$ cat config.mk
export PLATFORM = sky130hd
export DESIGN_NAME = rotl_seq
export DESIGN_NICKNAME = d
export VERILOG_FILES = /design/src/rtl/rotl_pkg.sv /design/src/rtl/rotl1_step.sv /design/src/rtl/rotl_seq.sv
export SDC_FILE = /design/constraint.sdc
export NUM_CORES = 1
export LEC_CHECK = 0
export CORE_UTILIZATION = 45
export DETAILED_ROUTE_END_ITERATION = 10
export GPL_TIMING_DRIVEN = 0
export PLACE_DENSITY = 0.79
export SYNTH_ARGS = -nofsm -noshare
export SYNTH_HDL_FRONTEND = slang
export SYNTH_SLANG_ARGS = --single-unit
$ cat constraint.sdc
create_clock -name clk -period 3.85 [get_ports clk]
set_clock_uncertainty 0.2 [all_clocks]
set_input_delay 0.77 -clock clk [delete_from_list [all_inputs] [get_ports clk]]
set_output_delay 0.77 -clock clk [all_outputs]
set_load 0.01 [all_outputs]
$ cat src/rtl/rotl_pkg.sv
// Shared definitions for the multi-cycle left-rotate engine: FSM state
// encoding, default data width, and a reference rotate-left function.
package rotl_pkg;

    localparam int ROT_W = 8;

    localparam logic [1:0] ST_IDLE  = 2'd0;
    localparam logic [1:0] ST_SHIFT = 2'd1;
    localparam logic [1:0] ST_DONE  = 2'd2;

    // Rotate a ROT_W-bit value left by k positions (k taken modulo ROT_W).
    function automatic logic [ROT_W-1:0] rotl_ref(
        input logic [ROT_W-1:0] a,
        input int unsigned      k
    );
        logic [ROT_W-1:0] r;
        r = a;
        for (int unsigned i = 0; i < (k % ROT_W); i++) begin
            r = {r[ROT_W-2:0], r[ROT_W-1]};
        end
        return r;
    endfunction

endpackage

$ cat src/rtl/rotl1_step.sv
// Combinational single-position left rotate.
// Ports: a (W-bit operand in), y (a rotated left by one, out).
module rotl1_step #(
    parameter int W = 8
) (
    input  logic [W-1:0] a,
    output logic [W-1:0] y
);

    assign y = {a[W-2:0], a[W-1]};

endmodule

$ cat src/rtl/rotl_seq.sv
// Multi-cycle left-rotate engine: rotates one operand left by in_amt bits,
// one bit per cycle, between a valid/ready producer and consumer.
// Ports: clk, rst_n (async, active-low); in_valid/in_ready/in_data/in_amt
// (operand side); out_valid/out_ready/out_data (result side); busy.
// Optional macro ROTL_ZERO_BYPASS_EN: a zero rotate amount skips SHIFT
// and goes straight to DONE on accept.
module rotl_seq
    import rotl_pkg::*;
#(
    parameter int W  = ROT_W,
    parameter int AW = $clog2(W)
) (
    input  logic          clk,
    input  logic          rst_n,
    input  logic          in_valid,
    output logic          in_ready,
    input  logic [W-1:0]  in_data,
    input  logic [AW-1:0] in_amt,
    output logic          out_valid,
    input  logic          out_ready,
    output logic [W-1:0]  out_data,
    output logic          busy
);

    logic [1:0]    state_q, state_d;
    logic [W-1:0]  data_q, data_d;
    logic [AW-1:0] cnt_q, cnt_d;
    logic [W-1:0]  data_rot;
    logic          accept;

    rotl1_step #(
        .W (W)
    ) u_step (
        .a (data_q),
        .y (data_rot)
    );

    assign accept = in_valid && (state_q == ST_IDLE);

    // State, data and counter registers
    always_ff @(posedge clk or negedge rst_n) begin
        if (!rst_n) begin
            state_q <= ST_IDLE;
            data_q  <= '0;
            cnt_q   <= '0;
        end else begin
            state_q <= state_d;
            data_q  <= data_d;
            cnt_q   <= cnt_d;
        end
    end

    // Next-state logic
    always_comb begin
        state_d = state_q;
        unique case (state_q)
            ST_IDLE: begin
                if (accept) begin
`ifdef ROTL_ZERO_BYPASS_EN
                    state_d = (in_amt == '0) ? ST_DONE : ST_SHIFT;
`else
                    state_d = ST_SHIFT;
`endif
                end
            end
            ST_SHIFT: begin
                if (cnt_q == '0) begin
                    state_d = ST_DONE;
                end
            end
            ST_DONE: begin
                if (out_ready) begin
                    state_d = ST_IDLE;
                end
            end
            default: state_d = ST_IDLE;
        endcase
    end

    // Datapath: load on accept, one rotate step per SHIFT cycle.
    // The counter only counts down to zero, so it never wraps.
    always_comb begin
        data_d = data_q;
        cnt_d  = cnt_q;
        if (accept) begin
            data_d = in_data;
            cnt_d  = in_amt;
        end else if ((state_q == ST_SHIFT) && (cnt_q != '0)) begin
            data_d = data_rot;
            cnt_d  = cnt_q - AW'(1);
        end
    end

    // Outputs
    always_comb begin
        in_ready  = (state_q == ST_IDLE);
        out_valid = (state_q == ST_DONE);
        busy      = (state_q != ST_IDLE);
        out_data  = data_q;
    end

endmodule
After elaboration in Yosys (flattened, before gate mapping)

Cells that the tools add are included.

Input bits: 15
Bits in registers: 13
Word-level logic and storage cells: 25
Output and inout port bits: 11

Reductions and logical operators: 8
Multiplexer cells: 8
Equality and inequality tests: 5
$add $sub $neg: 1

Operators by type and width:

| kind                  | number |
|---|---|
| $mux W8               | 2 |
| $mux W2               | 3 |
| $mux W3               | 2 |
| $pmux W2 S3           | 1 |
| $ne A2 B1 Y1 const B  | 2 |
| $reduce_bool A2 Y1    | 2 |
| $logic_not A3 Y1      | 1 |
| $reduce_and A3 Y1     | 1 |
| $reduce_bool A3 Y1    | 1 |
| $sub A3 B1 Y3 const B | 1 |
| $eq A2 B1 Y1 const B  | 1 |
| $eq A2 B2 Y1 const B  | 1 |
| $logic_and A1 B1 Y1   | 2 |
| $logic_not A2 Y1      | 1 |
| $ne A2 B2 Y1 const B  | 1 |

Logic depth before layout (Yosys ltp)

Gate-level depths: netlist of run 1.

Word-level depth: 4
Mapped depth: 7
Mapped depth without buffers: 6

By module

Synthesis of run 1 repeated with hierarchy kept, for this count alone.

Cell total of the unflattened synthesis: 81
Area, all modules: 812.0 um^2

By module, submodules not included:

| module     | area each (um^2) | cells each | sequential area each (um^2) | instances |
|---|---|---|---|---|
| rotl_seq   | 752.0            | 73         | 325.3                       | 1 |
| rotl1_step | 60.1             | 8          | 0.0                         | 1 |

Least setup slack after synthesis of run 1

No wires, ideal clock.

Kind: register to register
Start point: register cnt_q[0]
End point: register data_q[6] (netlist: out_data[6])
Period minus slack after synthesis: 1.901 ns
Stages on the path, launching flop included: 7
Buffers on the path: 0
Setup slack: 1.949 ns
Setup time: 0.125 ns
Required time: 3.525 ns
Arrival time: 1.576 ns
Cell sequence: dfrtp_1 -> inv_1 -> ha_1 -> ha_1 -> nor3b_2 -> mux2_1 -> mux2_2

Cells in the longest elaborated chain, start to end: 3

Ends and longest elaborated chain:

| what                                | line           | source |
|---|---|---|
| start, declared                     | rotl_seq.sv:27 | `logic [AW-1:0] cnt_q, cnt_d;` |
| start signal, assigned              | rotl_seq.sv:49 | `cnt_q <= cnt_d;` |
| $reduce_bool A3 Y1                  | rotl_seq.sv:88 | `end else if ((state_q == ST_SHIFT) && (cnt_q != '0)) begin` |
| $logic_and A1 B1 Y1                 | rotl_seq.sv:88 |  |
| $reduce_bool A2 Y1 (no source line) | n/a            |  |
| end signal, assigned                | rotl_seq.sv:48 | `data_q <= data_d;` |
| end, declared                       | rotl_seq.sv:26 | `logic [W-1:0] data_q, data_d;` |

No other way between the ends.
A chain may end at the register's enable or synchronous reset.

Worst setup path after layout of run 1

Start point: register state_q[1]
End point: output port out_valid

Cells in the longest elaborated chain, start to end: 1

Ends and longest elaborated chain:

| what                   | line           | source |
|---|---|---|
| start, declared        | rotl_seq.sv:25 | `logic [1:0] state_q, state_d;` |
| start signal, assigned | rotl_seq.sv:47 | `state_q <= state_d;` |
| $eq A2 B2 Y1           | rotl_seq.sv:97 | `out_valid = (state_q == ST_DONE);` |
| end, declared          | rotl_seq.sv:19 | `output logic out_valid,` |

No other way between the ends.

==> results by group, run 1 <==
Layout
  • Share of cells above drive strength 1: 11.1%
  • Synth-to-layout area growth: 43.8%
  • Final Cell Area: 970 sq um
  • Multi-input logic area: 304 sq um
  • Finished Core Util: 71.8%
  • Filler cells: 108
  • Layout Nets: 108
  • FF+latch area: 325 sq um
  • Diode count: 0

Timing
  • Fin crit share: 69.6%
  • Fin. max-slew vios: 0
  • Final setup fails: 0
  • Post-layout min period: 2.68 ns
  • Slew Limit Headroom: 60.4%
  • RSZ-0062 raised after global routing: no
  • Worst slew pin tran: 0.591 ns
  • Setup TNS after final layout: 0 ns
  • Post-route setup slack: 1.17 ns
  • Hold Fails Final Rpt: 0
  • Highest clock rate: 373 MHz

Logic synthesis
  • Fraction of the mapped netlist area in simple logic gates: 8.53%
  • Top-area cell type share of the netlist area: 48.2%
  • Dominant cells by area after synthesis: dfrtp_1 (48%), o22a_1 (19%), inv_1 (4.5%), ha_1 (3.7%), mux2_1 (3.3%)
  • Syn Area/Cell: 11.1 sq um
  • Post-synth top cells: o22a_1 (15), dfrtp_1 (13), inv_1 (8), buf_2 (3)
  • Largest family of logic cells by synthesized area: compound AO/OA/AOI/OAI gates
  • Synth Area in Compound Gates: 26.2%
  • Ys Warns: 0
  • Yosys top cell by area: dfrtp_1
  • Sequential fraction of the synthesis area: 48.2%
  • XOR/XNOR Fraction of Synth Area: 0%
  • Synth Area in Adders: 3.71%
  • Mapped Area: 674 sq um
  • Post-synth EDFFs: 0
  • Post-synthesis mux area share: 6.68%
  • Top-count cell post-synth: o22a_1
  • Mapped Cells: 61
  • Top FF cell, synth: dfrtp_1
  • Ys async rst share: 100%
  • Number of distinct library cells after synthesis: 19
  • Synthesized net count: 78
  • Seq cells post-synth: 13

Critical path
  • Max incr delay on CP: 0.53 ns
  • CP arrival: 1.71 ns
  • CP Max Fanout: 10
  • Slowest cell on crit path: clkdlybuf4s50_1
  • Top cell family by delay on the critical path: buffers and inverters
  • Required @ worst endpoint: 2.88 ns
  • Crit path kind: reg -> out
  • Crit end category: output pin
  • CP Launch Type: flip-flop
  • CP cell instances: buf_2 -> nand2_1 -> inv_1 -> clkdlybuf4s50_1
  • Worst path bufs/invs: 3

Pwr
  • Pwr Density: 894 mW/mm^2
  • Maximum vdd drop: 469 uV
  • P_leak: 0.417 nW
  • Total power: 0.867 mW

Route
  • DRC Markers: 0
  • Final wirelength: 1480 um
  • DRT iter0 DRCs: 4
  • DRT Pass-1 Iters: 4
  • Via count: 560
  • Routed Antenna Nets: 0
  • Wire length per cell after detailed routing: 14.1 um
  • Average vias per placed instance: 5.33

Clocking
  • Clk_lat worst skew: 0.27 ns
  • Cts repair resizes: 0
  • CTS buffer count: 3
  • Post-CTS Setup Bufs: 0
  • Max H-tree Level: 1
  • Num Clock Sinks: 13
  • CTS tree: built
  • Clock tree buffer depth: 2
  • Hold-fix buffers at CTS: 0
  • Clock slew at reported path FFs: 0.08 ns
  • CTS Root Cell: clkbuf_4

Placed design
  • Dpl cell area: 943 sq um
  • PortBufs: 25
  • Post-DP HPWL: 1080 um
  • DP Worst Slack: 1.46 ns
  • Placer's final routability congestion estimate: 0.711

Global routing
  • First-pass GRT wire length: 2060 um
  • Pin count of the biggest net entering global routing: 14
  • Top Usage Layer GRT: met2
  • Met2 Use GR: 34.9%
  • Gr ovfl total: 0
  • Initial antenna violation count: 0
  • M3 GR Usage: 4.89%
  • Number of global-route vias before repair: 464
  • Grt met1 use: 22.7%
  • Tot GR Track Use: 20.1%

Run
  • Number of max-cap violations: 0

Floorplan
  • IO Count: 26
  • Die Wd: 40.7 um
  • Initial Utilization: 50.0%
  • DIE AREA: 0.00166 sq mm
  • Core Region: 0.00135 sq mm
  • Row Count: 13
  • Die Ht: 40.7 um

Outcome
  • Status: completed

Hold path
  • HP Class: reg -> reg
==> state kept, by name (all words and copies together) (netlist names) <==
| signal | cells |
|---|---|
| out_data | 8 |
| cnt_q | 3 |
| state_q | 2 |
==> final timing paths <==
check / startpoint / end / slack [ns] / cells past startpoint
max reg2reg: cnt_q[0]$_DFFE_PN0P_ / out_data[7]$_DFFE_PN0P_ / 1.81 / 6
min: cnt_q[2]$_DFFE_PN0P_ / cnt_q[2]$_DFFE_PN0P_ / 0.32 / 1
max: state_q[1]$_DFFE_PN0P_ / out_valid / 1.17 / 4
min reg2reg: cnt_q[2]$_DFFE_PN0P_ / cnt_q[2]$_DFFE_PN0P_ / 0.32 / 1
min in group asynchronous: rst_n / cnt_q[2]$_DFFE_PN0P_ / 0.66 / 1
max in group asynchronous: rst_n / out_data[5]$_DFFE_PN0P_ / 2.40 / 1
==> per-stage QoR <==
| stage | cells | hold slack [ns] |
|---|---|---|
| after floorplan | 61 | 0.274 |
| after global placement | 101 | 0.296 |
| after detailed placement | 101 | 0.301 |
| after CTS | 105 | 0.321 |
| after global routing | 105 | 0.345 |
| final | 105 | 0.317 |
==> placed cells by master (no fill, tap or decap) <==
| cell | netlist | layout |
|---|---|---|
| a21oi_4 | 1 | 1 |
| nand3b_1 | 1 | 1 |
| nand2_1 | 2 | 2 |
| ha_1 | 2 | 2 |
| a21oi_1 | 1 | 1 |
| nand2b_1 | 2 | 2 |
| mux2_2 | 2 | 2 |
| mux2_1 | 2 | 2 |
| clkbuf_4 | 0 | 3 |
| nor2_1 | 2 | 2 |
| clkdlybuf4s50_1 | 0 | 25 |
| inv_1 | 8 | 8 |
| nand3_1 | 1 | 1 |
| buf_2 | 3 | 3 |
| nor3b_2 | 1 | 1 |
| o21ai_0 | 2 | 2 |
| dfrtp_1 | 13 | 13 |
| o22ai_1 | 1 | 1 |
| o211ai_1 | 1 | 1 |
| clkbuf_1 | 0 | 1 |
| nor3_1 | 1 | 1 |
| o22a_1 | 15 | 15 |
==> cell type report <==
cell class / count / share of cell area (%)
Clock buffer: 4 / 2.71
Multi-Input combinational cell: 37 / 31.4
Buffer: 3 / 1.55
Sequential cell: 13 / 33.5
Tap cell: 15 / 1.94
Inverter: 8 / 3.10
Timing Repair Buffer: 25 / 25.8
==> report_power, final <==
| part | switching [mW] | internal [mW] |
|---|---|---|
| Combinational | 0.221 | 0.293 |
| Clock | 0.0442 | 0.0401 |
| Sequential | 0.0576 | 0.210 |
==> logic make-up (layout without fill, tap and decap cells) <==
| logic type | count (synthesis) | in the layout |
|---|---|---|
| flops | 13 | 13 |
| mux | 4 | 4 |
| buf+inv | 11 | 40 |
| fa+ha+maj | 2 | 2 |
| simple gates | 10 | 10 |
| compound gates | 21 | 21 |
==> layer usage <==
metal  vias to the layer above  routed length, um
li1                        279                  -
met1                       260                624
met2                        19                774
met3                         2                 66
met4                         0                 11
met5                         -                  0
No activity file was read; power rests on OpenSTA's default activity.
==> run 2, diff against run 1 <==
CORE_UTILIZATION = 41   (was 45)
PLACE_DENSITY = 0.73   (was 0.79)
clock period = 2.5 ns   (was 3.85 ns; I/O delays follow)
==> results by group, run 2 (synthesized netlist as in run 1, its figures left out) <==
Floorplan
  • Initial Utilization: 44.3%
  • Die Ht: 42.6 um
  • IO Count: 26
  • Core Region: 0.00152 sq mm
  • Die Wd: 42.6 um
  • Row Count: 14
  • DIE AREA: 0.00181 sq mm

Clocking
  • CTS buffer count: 3
  • Num Clock Sinks: 13
  • Max H-tree Level: 1
  • Clock slew at reported path FFs: 0.08 ns
  • Clk_lat worst skew: 0.28 ns
  • CTS tree: built
  • CTS Root Cell: clkbuf_4
  • Clock tree buffer depth: 2

Global routing
  • Tot GR Track Use: 18.4%
  • Initial antenna violation count: 0
  • Number of global-route vias before repair: 598
  • First-pass GRT wire length: 2400 um
  • Gr ovfl total: 0
  • Pin count of the biggest net entering global routing: 14

Timing
  • Fin. max-slew vios: 0
  • Post-layout min period: 2.39 ns
  • Highest clock rate: 418 MHz
  • Setup TNS after final layout: 0 ns
  • RSZ-0062 raised after global routing: no
  • Final setup fails: 0
  • Hold Fails Final Rpt: 0
  • Worst slew pin tran: 0.591 ns
  • Min Hold Slack: 0.325 ns
  • Fin crit share: 95.7%
  • Slew Limit Headroom: 60.4%
  • Post-route setup slack: 0.106 ns

Critical path
  • Slowest cell on crit path: clkdlybuf4s50_1
  • WP depth: 4
  • RR Endpoint: out_data[6]$_DFFE_PN0P_
  • Crit end category: output pin
  • CP startpoint: state_q[1]$_DFFE_PN0P_
  • CP cell instances: clkbuf_4 -> nand2_1 -> inv_1 -> clkdlybuf4s50_1
  • Critical register-to-register path startpoint: cnt_q[0]$_DFFE_PN0P_
  • CP endpoint: out_valid
  • Top cell family by delay on the critical path: buffers and inverters
  • Worst path bufs/invs: 3
  • CP Launch Type: flip-flop
  • Crit path kind: reg -> out
  • Max incr delay on CP: 0.52 ns
  • Required @ worst endpoint: 1.80 ns
  • CP Max Fanout: 10
  • R2R Setup Slk: 0.48 ns
  • CP arrival: 1.69 ns
  • Reg2Reg Depth: 6

Layout
  • Share of cells above drive strength 1: 12.2%
  • Synth-to-layout area growth: 44.5%
  • Commonest cells after routing, fill and taps aside: clkdlybuf4s50_1 (25), o22a_1 (15), dfrtp_1 (13), inv_1 (8), clkbuf_4 (4)
  • Layout Nets: 108
  • Most common cell after layout, fill and taps aside: clkdlybuf4s50_1
  • Filler cells: 135
  • Max FFs per register: 8
  • Diode count: 0

Route
  • Via count: 566
  • DRC Markers: 0
  • Routed Antenna Nets: 0
  • Final wirelength: 1390 um
  • DRT iter0 DRCs: 1
  • Average vias per placed instance: 5.34
  • Wire length per cell after detailed routing: 13.1 um
  • DRT Pass-1 Iters: 2

Run
  • Number of max-cap violations: 0

Placed design
  • DP Worst Slack: 0.369 ns
  • Placer's final routability congestion estimate: 0.723
  • PortBufs: 25
  • Post-DP HPWL: 1020 um

Outcome
  • Status: completed

Pwr
  • Pwr Density: 1360 mW/mm^2
  • Maximum vdd drop: 896 uV
  • Total power: 1.33 mW
  • P_leak: 0.419 nW

Hold path
  • HP Class: reg -> reg
-- run 2: cell types whose count changed in the layout (fill, tap and decap cells not counted) --
| cell | delta |
|---|---|
| clkinv_2 | +1 |
| buf_2 | -1 |
| clkbuf_1 | -1 |
| clkbuf_4 | +1 |
-- run 2: worst min path at each step --
stage / cells after the start / to / slack, ns / start
floorplan: 0 / cnt_q[0]$_DFFE_PN0P_ / 0.004 / rst_n
global placement: 1 / cnt_q[2]$_DFFE_PN0P_ / 0.29 / cnt_q[2]$_DFFE_PN0P_
detailed placement: 1 / cnt_q[2]$_DFFE_PN0P_ / 0.31 / cnt_q[2]$_DFFE_PN0P_
CTS: 1 / cnt_q[2]$_DFFE_PN0P_ / 0.33 / cnt_q[2]$_DFFE_PN0P_
global route: 1 / cnt_q[2]$_DFFE_PN0P_ / 0.36 / cnt_q[2]$_DFFE_PN0P_
finish: 1 / cnt_q[2]$_DFFE_PN0P_ / 0.32 / cnt_q[2]$_DFFE_PN0P_
-- run 2: area by class of cell --
cell class / instances / area (sq um) / share of cell area (%)
Inverter: 8 / 30.0 / 3.08
Buffer: 3 / 17.5 / 1.80
Clock buffer: 3 / 22.5 / 2.31
Sequential cell: 13 / 325 / 33.4
Tap cell: 16 / 20.0 / 2.05
Timing Repair Buffer: 25 / 250 / 25.7
Multi-Input combinational cell: 37 / 304 / 31.2
Clock inverter: 1 / 5.00 / 0.513
-- run 2: metal layers --
layer | up-vias | GRT usage [%] | part of all wire (%) | wire length (um)
li1 | 281 | - | - | -
met1 | 270 | 19.8 | 44 | 612
met2 | 13 | 31.4 | 50 | 695
met3 | 2 | 7.76 | 4.7 | 66
met4 | 0 | 7.50 | 1.3 | 18
met5 | - | 0 | 0 | 0
-- run 2: worst reg2reg max path: cells and delay by family, from the launching register on --
kind | cells | cell delay (ns)
adder cells (fa/ha/maj) | 2 | 0.43
flip-flops | 1 | 0.39
buffers and inverters | 1 | 0.06
multiplexers | 2 | 0.60
AND/OR/NAND/NOR | 1 | 0.23
-- run 2: timing repair --
| item | 4_1_cts | 5_1_grt |
|---|---|---|
| setup buffers | 0 | 0 |
| hold buffers | 0 | 0 |
| gates resized for setup | 0 | 1 |
| setup endpoints to repair | 0 | 1 |
| hold endpoints to repair | 0 | 0 |
-- run 2: report_power, final --
part | total, mW | switching, mW | leakage, nW | internal [mW]
clock network | 0.132 | 0.0724 | 0.0177 | 0.0594
logic | 0.781 | 0.327 | 0.251 | 0.454
registers | 0.415 | 0.0913 | 0.150 | 0.324
total | 1.33 | 0.491 | 0.419 | 0.837
-- run 2: stage by stage --
| step | cells | instance area, sq um | util [%] |
|---|---|---|---|
| after floorplan | 61 | 674 | - |
| after global placement | 102 | 945 | 62.0 |
| after detailed placement | 102 | 945 | 62.0 |
| after CTS | 106 | 972 | 63.8 |
| after global routing | 106 | 975 | 64.0 |
| final | 106 | 975 | 64.0 |
==> run 3, diff against run 2 <==
CORE_UTILIZATION = 37   (was 41)
PLACE_DENSITY = 0.66   (was 0.73)
==> results by group, run 3 (synthesized netlist as in run 1, its figures left out) <==
Outcome
  • Status: completed

Timing
  • Post-route setup slack: 0.115 ns
  • Slew Limit Headroom: 61.7%
  • Fin crit share: 95.4%
  • Worst slew pin tran: 0.573 ns
  • Fin. max-slew vios: 0
  • Setup TNS after final layout: 0 ns
  • Post-layout min period: 2.38 ns
  • Min Hold Slack: 0.328 ns
  • RSZ-0062 raised after global routing: no
  • Final setup fails: 0
  • Hold Fails Final Rpt: 0
  • Highest clock rate: 419 MHz

Pwr
  • Pwr Density: 1350 mW/mm^2
  • Switching Power: 0.494 mW
  • Flop pwr share: 30.8%
  • Total power: 1.33 mW
  • Maximum vdd drop: 555 uV
  • Clock share of power: 10.0%
  • P_leak: 0.419 nW
  • Cell-internal power: 0.839 mW
  • Switching share of power: 37.1%
  • Logic pwr share: 59.2%

Run
  • Number of max-cap violations: 0

Layout
  • Final Cell Area: 986 sq um
  • Layout Nets: 108
  • Synth-to-layout area growth: 46.2%
  • Diode count: 0
  • Most common cell after layout, fill and taps aside: clkdlybuf4s50_1
  • Max FFs per register: 8
  • Share of cells above drive strength 1: 12.2%
  • Commonest cells after routing, fill and taps aside: clkdlybuf4s50_1 (25), o22a_1 (15), dfrtp_1 (13), inv_1 (8), clkbuf_4 (4)

Critical path
  • CP Launch Type: flip-flop
  • CP arrival: 1.68 ns
  • CP cell instances: clkbuf_4 -> nand2_1 -> inv_1 -> clkdlybuf4s50_1
  • Worst path bufs/invs: 3
  • Crit end category: output pin
  • Slowest cell on crit path: clkdlybuf4s50_1
  • CP Max Fanout: 10
  • Crit path kind: reg -> out
  • Max incr delay on CP: 0.52 ns
  • Required @ worst endpoint: 1.80 ns
  • Top cell family by delay on the critical path: buffers and inverters

Route
  • DRC Markers: 0
  • Average vias per placed instance: 4.89
  • Via count: 562
  • DRT iter0 DRCs: 8
  • Final wirelength: 1440 um
  • DRT Pass-1 Iters: 4
  • Wire length per cell after detailed routing: 12.5 um
  • Routed Antenna Nets: 0

Clocking
  • Max H-tree Level: 1
  • CTS buffer count: 3
  • Clock tree buffer depth: 2
  • Hold-fix buffers at CTS: 0
  • Post-CTS Setup Bufs: 0
  • Clock slew at reported path FFs: 0.08 ns
  • Num Clock Sinks: 13
  • Clk_lat worst skew: 0.28 ns
  • CTS Root Cell: clkbuf_4
  • CTS tree: built

Floorplan
  • IO Count: 26
  • Die Wd: 44.7 um
  • Initial Utilization: 39.5%
  • Die Ht: 44.7 um
  • Core Region: 0.00171 sq mm
  • Row Count: 15
  • DIE AREA: 0.00200 sq mm

Global routing
  • Gr ovfl total: 0
  • Tot GR Track Use: 16.7%
  • First-pass GRT wire length: 2420 um
  • Pin count of the biggest net entering global routing: 14
  • Number of global-route vias before repair: 565
  • Initial antenna violation count: 0

Placed design
  • DP Worst Slack: 0.398 ns
  • PortBufs: 25
  • Post-DP HPWL: 1040 um
  • Dpl cell area: 956 sq um
  • Placer's final routability congestion estimate: 0.740

Hold path
  • HP Class: reg -> reg
==> run 3: cell counts in the layout (fill, tap and decap cells not counted) <==
No cell type changed its count.
==> run 3: through the flow <==
| step | utilization [%] | instances |
|---|---|---|
| after CTS | 57.6 | 115 |
| final | 57.7 | 115 |
| after global placement | 56.0 | 111 |
| after global routing | 57.7 | 115 |
| after floorplan | - | 61 |
| after detailed placement | 56.0 | 111 |
==> run 3: routing by layer <==
metal	part of all wire, %	track usage [%]
met4	0	3.64
met3	3.7	6.40
met5	0	0
met2	51	29.1
met1	45	19.4
==> run 3: power groups by stage <==
stage	registers (mW)	clock network, mW	logic (mW)
final	0.410	0.133	0.789
after global routing	0.425	0.143	0.877
after CTS	0.413	0.138	0.798
after detailed placement	0.418	0	0.790
after global placement	0.415	0	0.774
after floorplan	0.433	0	0.476
==> run 3: repair_timing <==
action	in CTS	in global routing
endpoints found under the setup margin	0	1
gates resized for setup	0	1
hold endpoints to repair	0	0
==> run 3: final cells by class <==
class	instances	area (sq um)
clock buffer	3	22.5
sequential	13	325
tap	25	31.3
multi-input combinational	37	304
fill	154	722
timing repair buffer	25	250
clock inverter	1	5.00
buffer	3	17.5
inverter	8	30.0
==> run 3: worst register-to-register path, delay by kind of cell (launching register included) <==
| kind | cells | cell delay [ns] |
|---|---|---|
| multiplexers | 2 | 0.59 |
| adder cells (fa/ha/maj) | 2 | 0.45 |
| flip-flops | 1 | 0.39 |
| AND/OR/NAND/NOR | 1 | 0.24 |
| buffers and inverters | 1 | 0.06 |
==> run 3: path summary, 6_finish.rpt <==
path | start | endpoint | slack (ns) | cells after the start
setup / recovery | state_q[1]$_DFFE_PN0P_ | out_valid | 0.12 | 4
hold / removal | cnt_q[2]$_DFFE_PN0P_ | cnt_q[2]$_DFFE_PN0P_ | 0.33 | 1
setup reg to reg | cnt_q[0]$_DFFE_PN0P_ | out_data[7]$_DFFE_PN0P_ | 0.47 | 6
hold reg to reg | cnt_q[2]$_DFFE_PN0P_ | cnt_q[2]$_DFFE_PN0P_ | 0.33 | 1
max in group asynchronous | rst_n | out_data[5]$_DFFE_PN0P_ | 1.35 | 1
min in group asynchronous | rst_n | cnt_q[2]$_DFFE_PN0P_ | 0.38 | 1
